<file path="src/rtl/rename_pkg.sv">
// rtl/rename_pkg.sv - shared sizes, types and free-list pointer helpers for the rename stage
//
// Purpose: register-file sizes, the physical register number type, the uOP in,
// renamed uOP out and commit entry structs, and the circular free-list pointer
// type with its wrap-aware add and occupancy helpers.
// Ports: none (package).
package rename_pkg;

    localparam int PRF_NUM  = 64;
    localparam int ARF_NUM  = 32;
    localparam int PRF_W    = $clog2(PRF_NUM);
    localparam int ARF_W    = $clog2(ARF_NUM);
    // Two slots beyond the free registers so a full pair of commits can push
    // before the matching committed-head advance is visible.
    localparam int FL_DEPTH = PRF_NUM - ARF_NUM + 2;
    localparam int FL_IDX_W = $clog2(FL_DEPTH);

    typedef logic [PRF_W-1:0] PRFNum;
    typedef logic [ARF_W-1:0] ARFNum;

    typedef struct packed {
        logic  valid;
        logic  wen;
        ARFNum rs0;
        ARFNum rs1;
        ARFNum rd;
    } uop_t;

    typedef struct packed {
        logic  valid;
        PRFNum prs0;
        PRFNum prs1;
        PRFNum prd;
        PRFNum old_prd;
    } renamed_uop_t;

    typedef struct packed {
        logic  valid;
        logic  wen;
        ARFNum ard;
        PRFNum prd;
        PRFNum old_prd;
    } commit_entry_t;

    // Pointer into a non-power-of-two ring; the wrap bit separates full from empty.
    typedef struct packed {
        logic                wrap;
        logic [FL_IDX_W-1:0] idx;
    } fl_ptr_t;

    function automatic fl_ptr_t fl_ptr_add(fl_ptr_t p, logic [1:0] n);
        logic [FL_IDX_W:0] sum;
        fl_ptr_t           r;
        sum = {1'b0, p.idx} + {{(FL_IDX_W-1){1'b0}}, n};
        r   = p;
        if (sum >= (FL_IDX_W+1)'(FL_DEPTH)) begin
            r.idx  = FL_IDX_W'(sum - (FL_IDX_W+1)'(FL_DEPTH));
            r.wrap = ~p.wrap;
        end else begin
            r.idx  = sum[FL_IDX_W-1:0];
        end
        return r;
    endfunction

    // Number of entries from head up to (not including) tail.
    function automatic logic [FL_IDX_W:0] fl_count(fl_ptr_t tail, fl_ptr_t head);
        if (tail.wrap == head.wrap) begin
            return {1'b0, tail.idx} - {1'b0, head.idx};
        end
        return (FL_IDX_W+1)'(FL_DEPTH) - {1'b0, head.idx} + {1'b0, tail.idx};
    endfunction

endpackage

</file>
<file path="src/rtl/rename_free_list.sv">
// rtl/rename_free_list.sv - circular physical-register free list with speculative and committed heads
//
// Purpose: hands out up to two free registers per cycle from the speculative
// head, accepts up to two released registers per cycle at the tail, tracks the
// committed head (advanced once per push) and restores the speculative head
// from it on flush.
// Ports:
//   clk, rst             clock, synchronous active-high reset
//   pop_cnt_i            registers consumed this cycle (0..2)
//   pop_data0/1_o        next and next-but-one free registers
//   push0/1_i, *_data_i  released registers, push0 lands first
//   flush_i              speculative head <= committed head (after this cycle's pushes)
//   free_count_o         tail - speculative head
module rename_free_list
    import rename_pkg::*;
#(
    parameter int PRF_NUM = rename_pkg::PRF_NUM,
    parameter int ARF_NUM = rename_pkg::ARF_NUM
) (
    input  logic              clk,
    input  logic              rst,
    input  logic [1:0]        pop_cnt_i,
    output PRFNum             pop_data0_o,
    output PRFNum             pop_data1_o,
    input  logic              push0_i,
    input  PRFNum             push0_data_i,
    input  logic              push1_i,
    input  PRFNum             push1_data_i,
    input  logic              flush_i,
    output logic [FL_IDX_W:0] free_count_o
);

    PRFNum   mem_q [FL_DEPTH];
    fl_ptr_t head_q, chead_q, tail_q;
    fl_ptr_t head_d, chead_d, tail_d;
    fl_ptr_t head_p1, tail_p1;
    logic [1:0] push_cnt;
    logic       wr_en0, wr_en1;
    PRFNum      wr_data0, wr_data1;

    always_comb begin
        push_cnt = 2'(push0_i) + 2'(push1_i);
        head_p1  = fl_ptr_add(head_q, 2'd1);
        tail_p1  = fl_ptr_add(tail_q, 2'd1);
        // Every push is a committed allocation, so the committed head moves in step.
        chead_d  = fl_ptr_add(chead_q, push_cnt);
        tail_d   = fl_ptr_add(tail_q, push_cnt);
        head_d   = flush_i ? chead_d : fl_ptr_add(head_q, pop_cnt_i);
        // Pack the active pushes onto consecutive slots starting at tail.
        wr_en0   = push0_i | push1_i;
        wr_data0 = push0_i ? push0_data_i : push1_data_i;
        wr_en1   = push0_i & push1_i;
        wr_data1 = push1_data_i;
    end

    assign pop_data0_o  = mem_q[head_q.idx];
    assign pop_data1_o  = mem_q[head_p1.idx];
    assign free_count_o = fl_count(tail_q, head_q);

    always_ff @(posedge clk) begin
        if (rst) begin
            for (int i = 0; i < FL_DEPTH; i++) begin
                mem_q[i] <= (i < PRF_NUM - ARF_NUM) ? PRFNum'(ARF_NUM + i) : '0;
            end
            head_q  <= '0;
            chead_q <= '0;
            tail_q  <= '{wrap: 1'b0, idx: FL_IDX_W'(PRF_NUM - ARF_NUM)};
        end else begin
            if (wr_en0) mem_q[tail_q.idx]  <= wr_data0;
            if (wr_en1) mem_q[tail_p1.idx] <= wr_data1;
            head_q  <= head_d;
            chead_q <= chead_d;
            tail_q  <= tail_d;
        end
    end

    // Pushes may only fill slots already released by the committed head.
    a_no_overflow: assert property (@(posedge clk) disable iff (rst)
        (int'(fl_count(tail_q, chead_q)) + int'(push_cnt) <= FL_DEPTH));

endmodule

</file>
<file path="src/rtl/rename_stage.sv">
// rtl/rename_stage.sv - two-wide register rename stage with speculative/committed RAT recovery
//
// Purpose: renames two uOPs per cycle (uop0 older) through a speculative RAT,
// bypassing uop0's destination into uop1, allocating from rename_free_list,
// and recovering the RAT from the committed RAT on flush. Commits update the
// committed RAT and release old mappings every cycle.
// Optional: RENAME_PERF_CNT_EN adds saturating stall_cycles_o / renamed_uops_o.
// Ports:
//   clk, rst                 clock, synchronous active-high reset
//   pause_i, flush_i         pipeline control in (flush beats pause beats stall)
//   pause_req_o              combinational: bundle needs more registers than are free
//   uop0_i, uop1_i           decoded uOPs in
//   ren0_o, ren1_o           registered renamed uOPs out
//   commit0_i, commit1_i     commits, commit1 applied after commit0
module rename_stage
    import rename_pkg::*;
#(
    parameter int PRF_NUM = rename_pkg::PRF_NUM,
    parameter int ARF_NUM = rename_pkg::ARF_NUM
) (
    input  logic          clk,
    input  logic          rst,
    input  logic          pause_i,
    input  logic          flush_i,
    output logic          pause_req_o,
    input  uop_t          uop0_i,
    input  uop_t          uop1_i,
    output renamed_uop_t  ren0_o,
    output renamed_uop_t  ren1_o,
`ifdef RENAME_PERF_CNT_EN
    output logic [31:0]   stall_cycles_o,
    output logic [31:0]   renamed_uops_o,
`endif
    input  commit_entry_t commit0_i,
    input  commit_entry_t commit1_i
);

    PRFNum rat_q  [ARF_NUM];
    PRFNum rat_d  [ARF_NUM];
    PRFNum crat_q [ARF_NUM];
    PRFNum crat_d [ARF_NUM];

    renamed_uop_t ren0_q, ren0_d, ren1_q, ren1_d;

    logic              alloc0, alloc1, cmt0, cmt1;
    logic              stall, accept;
    logic [1:0]        need, pop_cnt;
    logic [FL_IDX_W:0] free_count;
    PRFNum             pop_data0, pop_data1, prd0, prd1;

    assign alloc0  = uop0_i.valid & uop0_i.wen & (uop0_i.rd != '0);
    assign alloc1  = uop1_i.valid & uop1_i.wen & (uop1_i.rd != '0);
    assign cmt0    = commit0_i.valid & commit0_i.wen & (commit0_i.ard != '0);
    assign cmt1    = commit1_i.valid & commit1_i.wen & (commit1_i.ard != '0);
    assign need    = 2'(alloc0) + 2'(alloc1);
    assign stall   = (FL_IDX_W+1)'(need) > free_count;
    assign accept  = ~flush_i & ~pause_i & ~stall;
    assign pop_cnt = accept ? need : 2'd0;

    assign pause_req_o = stall & ~rst;

    // uop1 takes the first free register only when uop0 did not allocate.
    assign prd0 = alloc0 ? pop_data0 : '0;
    assign prd1 = alloc1 ? (alloc0 ? pop_data1 : pop_data0) : '0;

    rename_free_list #(
        .PRF_NUM (PRF_NUM),
        .ARF_NUM (ARF_NUM)
    ) u_free_list (
        .clk          (clk),
        .rst          (rst),
        .pop_cnt_i    (pop_cnt),
        .pop_data0_o  (pop_data0),
        .pop_data1_o  (pop_data1),
        .push0_i      (cmt0),
        .push0_data_i (commit0_i.old_prd),
        .push1_i      (cmt1),
        .push1_data_i (commit1_i.old_prd),
        .flush_i      (flush_i),
        .free_count_o (free_count)
    );

    always_comb begin
        ren0_d = ren0_q;
        ren1_d = ren1_q;
        if (flush_i || (!pause_i && stall)) begin
            ren0_d = '0;
            ren1_d = '0;
        end else if (!pause_i) begin
            ren0_d = '0;
            if (uop0_i.valid) begin
                ren0_d.valid   = 1'b1;
                ren0_d.prs0    = rat_q[uop0_i.rs0];
                ren0_d.prs1    = rat_q[uop0_i.rs1];
                ren0_d.prd     = prd0;
                ren0_d.old_prd = alloc0 ? rat_q[uop0_i.rd] : '0;
            end
            ren1_d = '0;
            if (uop1_i.valid) begin
                ren1_d.valid   = 1'b1;
                ren1_d.prs0    = (alloc0 && uop1_i.rs0 == uop0_i.rd) ? prd0 : rat_q[uop1_i.rs0];
                ren1_d.prs1    = (alloc0 && uop1_i.rs1 == uop0_i.rd) ? prd0 : rat_q[uop1_i.rs1];
                ren1_d.prd     = prd1;
                ren1_d.old_prd = !alloc1                           ? '0   :
                                 (alloc0 && uop1_i.rd == uop0_i.rd) ? prd0 : rat_q[uop1_i.rd];
            end
        end
    end

    // Committed RAT first, so a flush restores state including this cycle's commits.
    always_comb begin
        crat_d = crat_q;
        if (cmt0) crat_d[commit0_i.ard] = commit0_i.prd;
        if (cmt1) crat_d[commit1_i.ard] = commit1_i.prd;
        rat_d = rat_q;
        if (flush_i) begin
            rat_d = crat_d;
        end else if (accept) begin
            if (alloc0) rat_d[uop0_i.rd] = prd0;
            if (alloc1) rat_d[uop1_i.rd] = prd1;
        end
    end

    always_ff @(posedge clk) begin
        if (rst) begin
            for (int i = 0; i < ARF_NUM; i++) begin
                rat_q[i]  <= PRFNum'(i);
                crat_q[i] <= PRFNum'(i);
            end
            ren0_q <= '0;
            ren1_q <= '0;
        end else begin
            rat_q  <= rat_d;
            crat_q <= crat_d;
            ren0_q <= ren0_d;
            ren1_q <= ren1_d;
        end
    end

    assign ren0_o = ren0_q;
    assign ren1_o = ren1_q;

`ifdef RENAME_PERF_CNT_EN
    logic [31:0] stall_cycles_q, renamed_uops_q;
    logic [1:0]  n_ren;
    logic [32:0] ren_sum;

    assign n_ren   = accept ? (2'(uop0_i.valid) + 2'(uop1_i.valid)) : 2'd0;
    assign ren_sum = {1'b0, renamed_uops_q} + 33'(n_ren);

    always_ff @(posedge clk) begin
        if (rst) begin
            stall_cycles_q <= '0;
            renamed_uops_q <= '0;
        end else begin
            if (stall && !flush_i && !pause_i && stall_cycles_q != '1) begin
                stall_cycles_q <= stall_cycles_q + 32'd1;
            end
            renamed_uops_q <= ren_sum[32] ? '1 : ren_sum[31:0];
        end
    end

    assign stall_cycles_o = stall_cycles_q;
    assign renamed_uops_o = renamed_uops_q;
`endif

endmodule

</file>
<file path="config.mk">
export PLATFORM = sky130hd
export DESIGN_NAME = rename_stage
export DESIGN_NICKNAME = d
export VERILOG_FILES = /design/src/rtl/rename_pkg.sv /design/src/rtl/rename_free_list.sv /design/src/rtl/rename_stage.sv
export SDC_FILE = /design/constraint.sdc
export NUM_CORES = 2
export LEC_CHECK = 0
export BUFFER_PORTS_ARGS = -buffer_cell sky130_fd_sc_hd__clkbuf_2
export CORE_UTILIZATION = 30
export CTS_CLUSTER_SIZE = 12
export DETAILED_ROUTE_END_ITERATION = 7
export SLEW_MARGIN = 20
export SYNTH_ARGS = -nofsm -noshare
export SYNTH_HDL_FRONTEND = slang
export SYNTH_SLANG_ARGS = --single-unit
export TNS_END_PERCENT = 20
</file>
<file path="constraint.sdc">
create_clock -name clk -period 7.3 [get_ports clk]
set_clock_uncertainty 0.05 [all_clocks]
set_input_delay 1.825 -clock clk [delete_from_list [all_inputs] [get_ports clk]]
set_output_delay 1.825 -clock clk [all_outputs]
set_load 0.02 [all_outputs]
</file>
==> impl_metrics.toml <==
[run_status]
status = "finished, violations left"
violations = "design-rule violations"

[global_route]
grt_pass1_wl_um = 378000
antenna_found_initial = 27
grt-ovfl-total = 0
grt_use_total = 0.274
grt_max_degree = 182
first_global_vias = 48800

[cts]
hold_buffers = 0
clk_path_buf_depth = 3
cts_setup_buffers = 0
path_clk_slew_ns = 0.06
cts_tree = "yes"
clkLatencyLatePin_ns = 0.80
htreeDepth = 3
ctsResizeCount = 0
root_buffer = "clkbuf_16"
cts_sinks = 839
numCtsBuffers = 96

[timing]
slew_violations = 0
worst_pin_slew_ns = 1.21
fin_crit_ns = 6.49
fmax_mhz = 154
hold_viol = 0
rsz0062_at_grt = "no"
setup-violations-final = 0
whs_ns = 0.421
period_share = 0.890
relSlewSlack = 0.190
finalSetupTns_ns = 0

[critical_path]
crit_path_end = "pause_req_o"
startpoint = "u_free_list.tail_q[1]$_SDFF_PP0_"
cp-start-kind = "register"
worstReg2RegEnd = "rat_q[22]$_SDFFE_PP1P_"
critPathMaxFanout = 14
path_class = "reg2out"
r2r_cells = 16
timing.rr.start = "u_free_list.head_q[0]$_SDFF_PP0_"
cp-end-kind = "primary output"
worst_ep_required_time_ns = 5.43
r2r_setup_slack_ns = 1.18
crit_arrival_ns = 4.62

[drt]
totalWireLength_um = 272000
ant_nets = 0
drtIter0Drc = 8707
vias = 52500
vias_per_cell = 6.60
post_drt_wl_per_cell_um = 34.1
drtPass1Iterations = 8
route.detailed.drc = 27

[final_layout]
fillers = 18800
finalNetCount = 5499
drive_gt1_frac = 0.221
area_delta_synth_final_pct = 11.5
postLayoutCellArea_sq_um = 63400

[floorplanning]
core-area_sq_um = 188000
start_util = 0.302
num_rows = 159
die_x_um = 437
dieHeight_um = 437
die_area_sq_um = 191000
io_pins = 127

[yosys]
yosysTopAreaCell = "mux4_2"
seq_area_frac_synth = 0.363
synth_top_area_share = 0.211
synth-xor-area-share = 0.00832
async_flop_share = 0
synthTopCellsByArea = "mux4_2, edfxtp_1, dfxtp_1"
ys.warnings.count = 0
synth_ff_type = "dfxtp_1"
netlist_area_sq_um = 56900
synthMuxAreaShare = 0.288
syn_area_per_cell_sq_um = 10.3
syn_inst = 5494
yosysMostFrequentCell = "nand2_1"
synth-seq-cells = 839
synth_compound_area_frac = 0.164
yosysUniqueCellTypes = 92
syn-num-nets = 5610
synth_top_family_by_area = "multiplexers"
netlist_top_cells_count = "nand2_1, mux4_2, nor2_1"
synthAdderAreaFrac = 0.00986
synth-edff-count = 384
synthSimpleGateAreaFrac = 0.120

[min_path]
hold_depth = 1
hp-class = "reg2reg"
worstHoldStart = "crat_q[186]$_SDFF_PP0_"

[place]
gp_congestion = 1.06
numPortBuffers = 126
place.detailed.hpwl_um = 194000
place_area_sq_um = 60100

[power_and_ir_drop]
power_leakage_nw = 21.7
power_density_nw_per_um2 = 238
peakVddDrop_mv = 0.205

[job]
drv_cap = 0
## metal layers
metal / vias up / track usage / routed length [um]
li1: 21100 / - / -
met1: 25900 / 0.325 / 93100
met2: 4422 / 0.413 / 117000
met3: 1161 / 0.0938 / 36300
met4: 20 / 0.198 / 25000
met5: - / 0 / 124
## report_power, final
| group | leakage, nW | switching, mW | internal, mW |
|---|---|---|---|
| Combinational | 13.0 | 3.23 | 1.46 |
| Sequential | 7.06 | 0.246 | 5.02 |
| Clock | 1.60 | 2.28 | 2.87 |
## stage by stage
step	utilization	instances	setup WS [ns]	power, mW
3_3_place_gp	0.319	7779	0.576	9.78
3_5_place_dp	0.319	7779	0.687	9.81
4_1_cts	0.337	7958	0.861	14.9
5_1_grt	0.337	7960	0.682	15.4
6_report	0.337	7964	0.805	15.1
2_1_floorplan	-	5494	0.0733	8.07
## worst max-delay path: stages, from the launching register on
cell	delay, ns
dfxtp_1	0.66
inv_1	0.31
ha_1	0.37
inv_1	0.06
ha_1	0.16
inv_1	0.06
fa_1	0.47
nor2b_1	0.19
o31ai_1	0.08
o22ai_1	0.12
o21ai_0	0.09
nor3_1	0.38
o21ai_2	0.14
buf_4	0.27
nor2_1	0.13
buf_4	0.16
clkbuf_2	0.17
## final cells by class
class | instances | area, sq um | area share
Sequential cell | 839 | 20600 | 0.326
Clock buffer | 136 | 2710 | 0.0428
Clock inverter | 43 | 584 | 0.00922
Multi-Input combinational cell | 4008 | 33700 | 0.532
Inverter | 134 | 510 | 0.00805
Timing Repair Buffer | 304 | 2090 | 0.0330
Antenna cell | 5 | 12.5 | 0.000197
Tap cell | 2495 | 3120 | 0.0492
## cell families (layout without fill, tap and decap cells)
| group | after synthesis | count (layout) |
|---|---|---|
| AOI/OAI and AO/OA | 1414 | 1414 |
| xor gates and xnor gates | 54 | 54 |
| adders and majority gates | 40 | 40 |
| buffers and inverters | 647 | 617 |
| DFF | 839 | 839 |
| muxes | 951 | 951 |
| other | 0 | 5 |
| and+or+nand+nor | 1549 | 1549 |
## placed cells by master, fill, tap and decap left out, types with 41 or more instances in the layout
cell / instances
inv_1: 125
nand2_1: 567
mux2i_1: 260
and2_1: 137
o21ai_0: 249
o211ai_1: 45
o21ai_1: 47
o22ai_1: 176
buf_4: 177
a21oi_1: 270
nor3_1: 48
nor2_1: 501
mux4_2: 532
mux2_2: 159
clkbuf_16: 97
a22oi_1: 270
a31oi_1: 41
clkbuf_2: 123
edfxtp_1: 384
nand3_1: 107
dfxtp_1: 452
## sequential cells by signal, summed over array words and instances (netlist names)
signal	flops
u_free_list.chead_q	7
ren0_o	25
rat_q	192
ren1_o	25
u_free_list.mem_q	384
u_free_list.tail_q	7
u_free_list.head_q	7
crat_q	192
## how the worst min path moves through the flow
| stage | to | slack (ns) |
|---|---|---|
| 2_1_floorplan | crat_q[186]$_SDFF_PP0_ | 0.39 |
| 3_3_place_gp | crat_q[187]$_SDFF_PP0_ | 0.41 |
| 3_5_place_dp | crat_q[186]$_SDFF_PP0_ | 0.41 |
| 4_1_cts | crat_q[186]$_SDFF_PP0_ | 0.42 |
| 5_1_grt | crat_q[188]$_SDFF_PP0_ | 0.43 |
| 6_report | crat_q[186]$_SDFF_PP0_ | 0.42 |
Power figures use the tool's default switching activity.
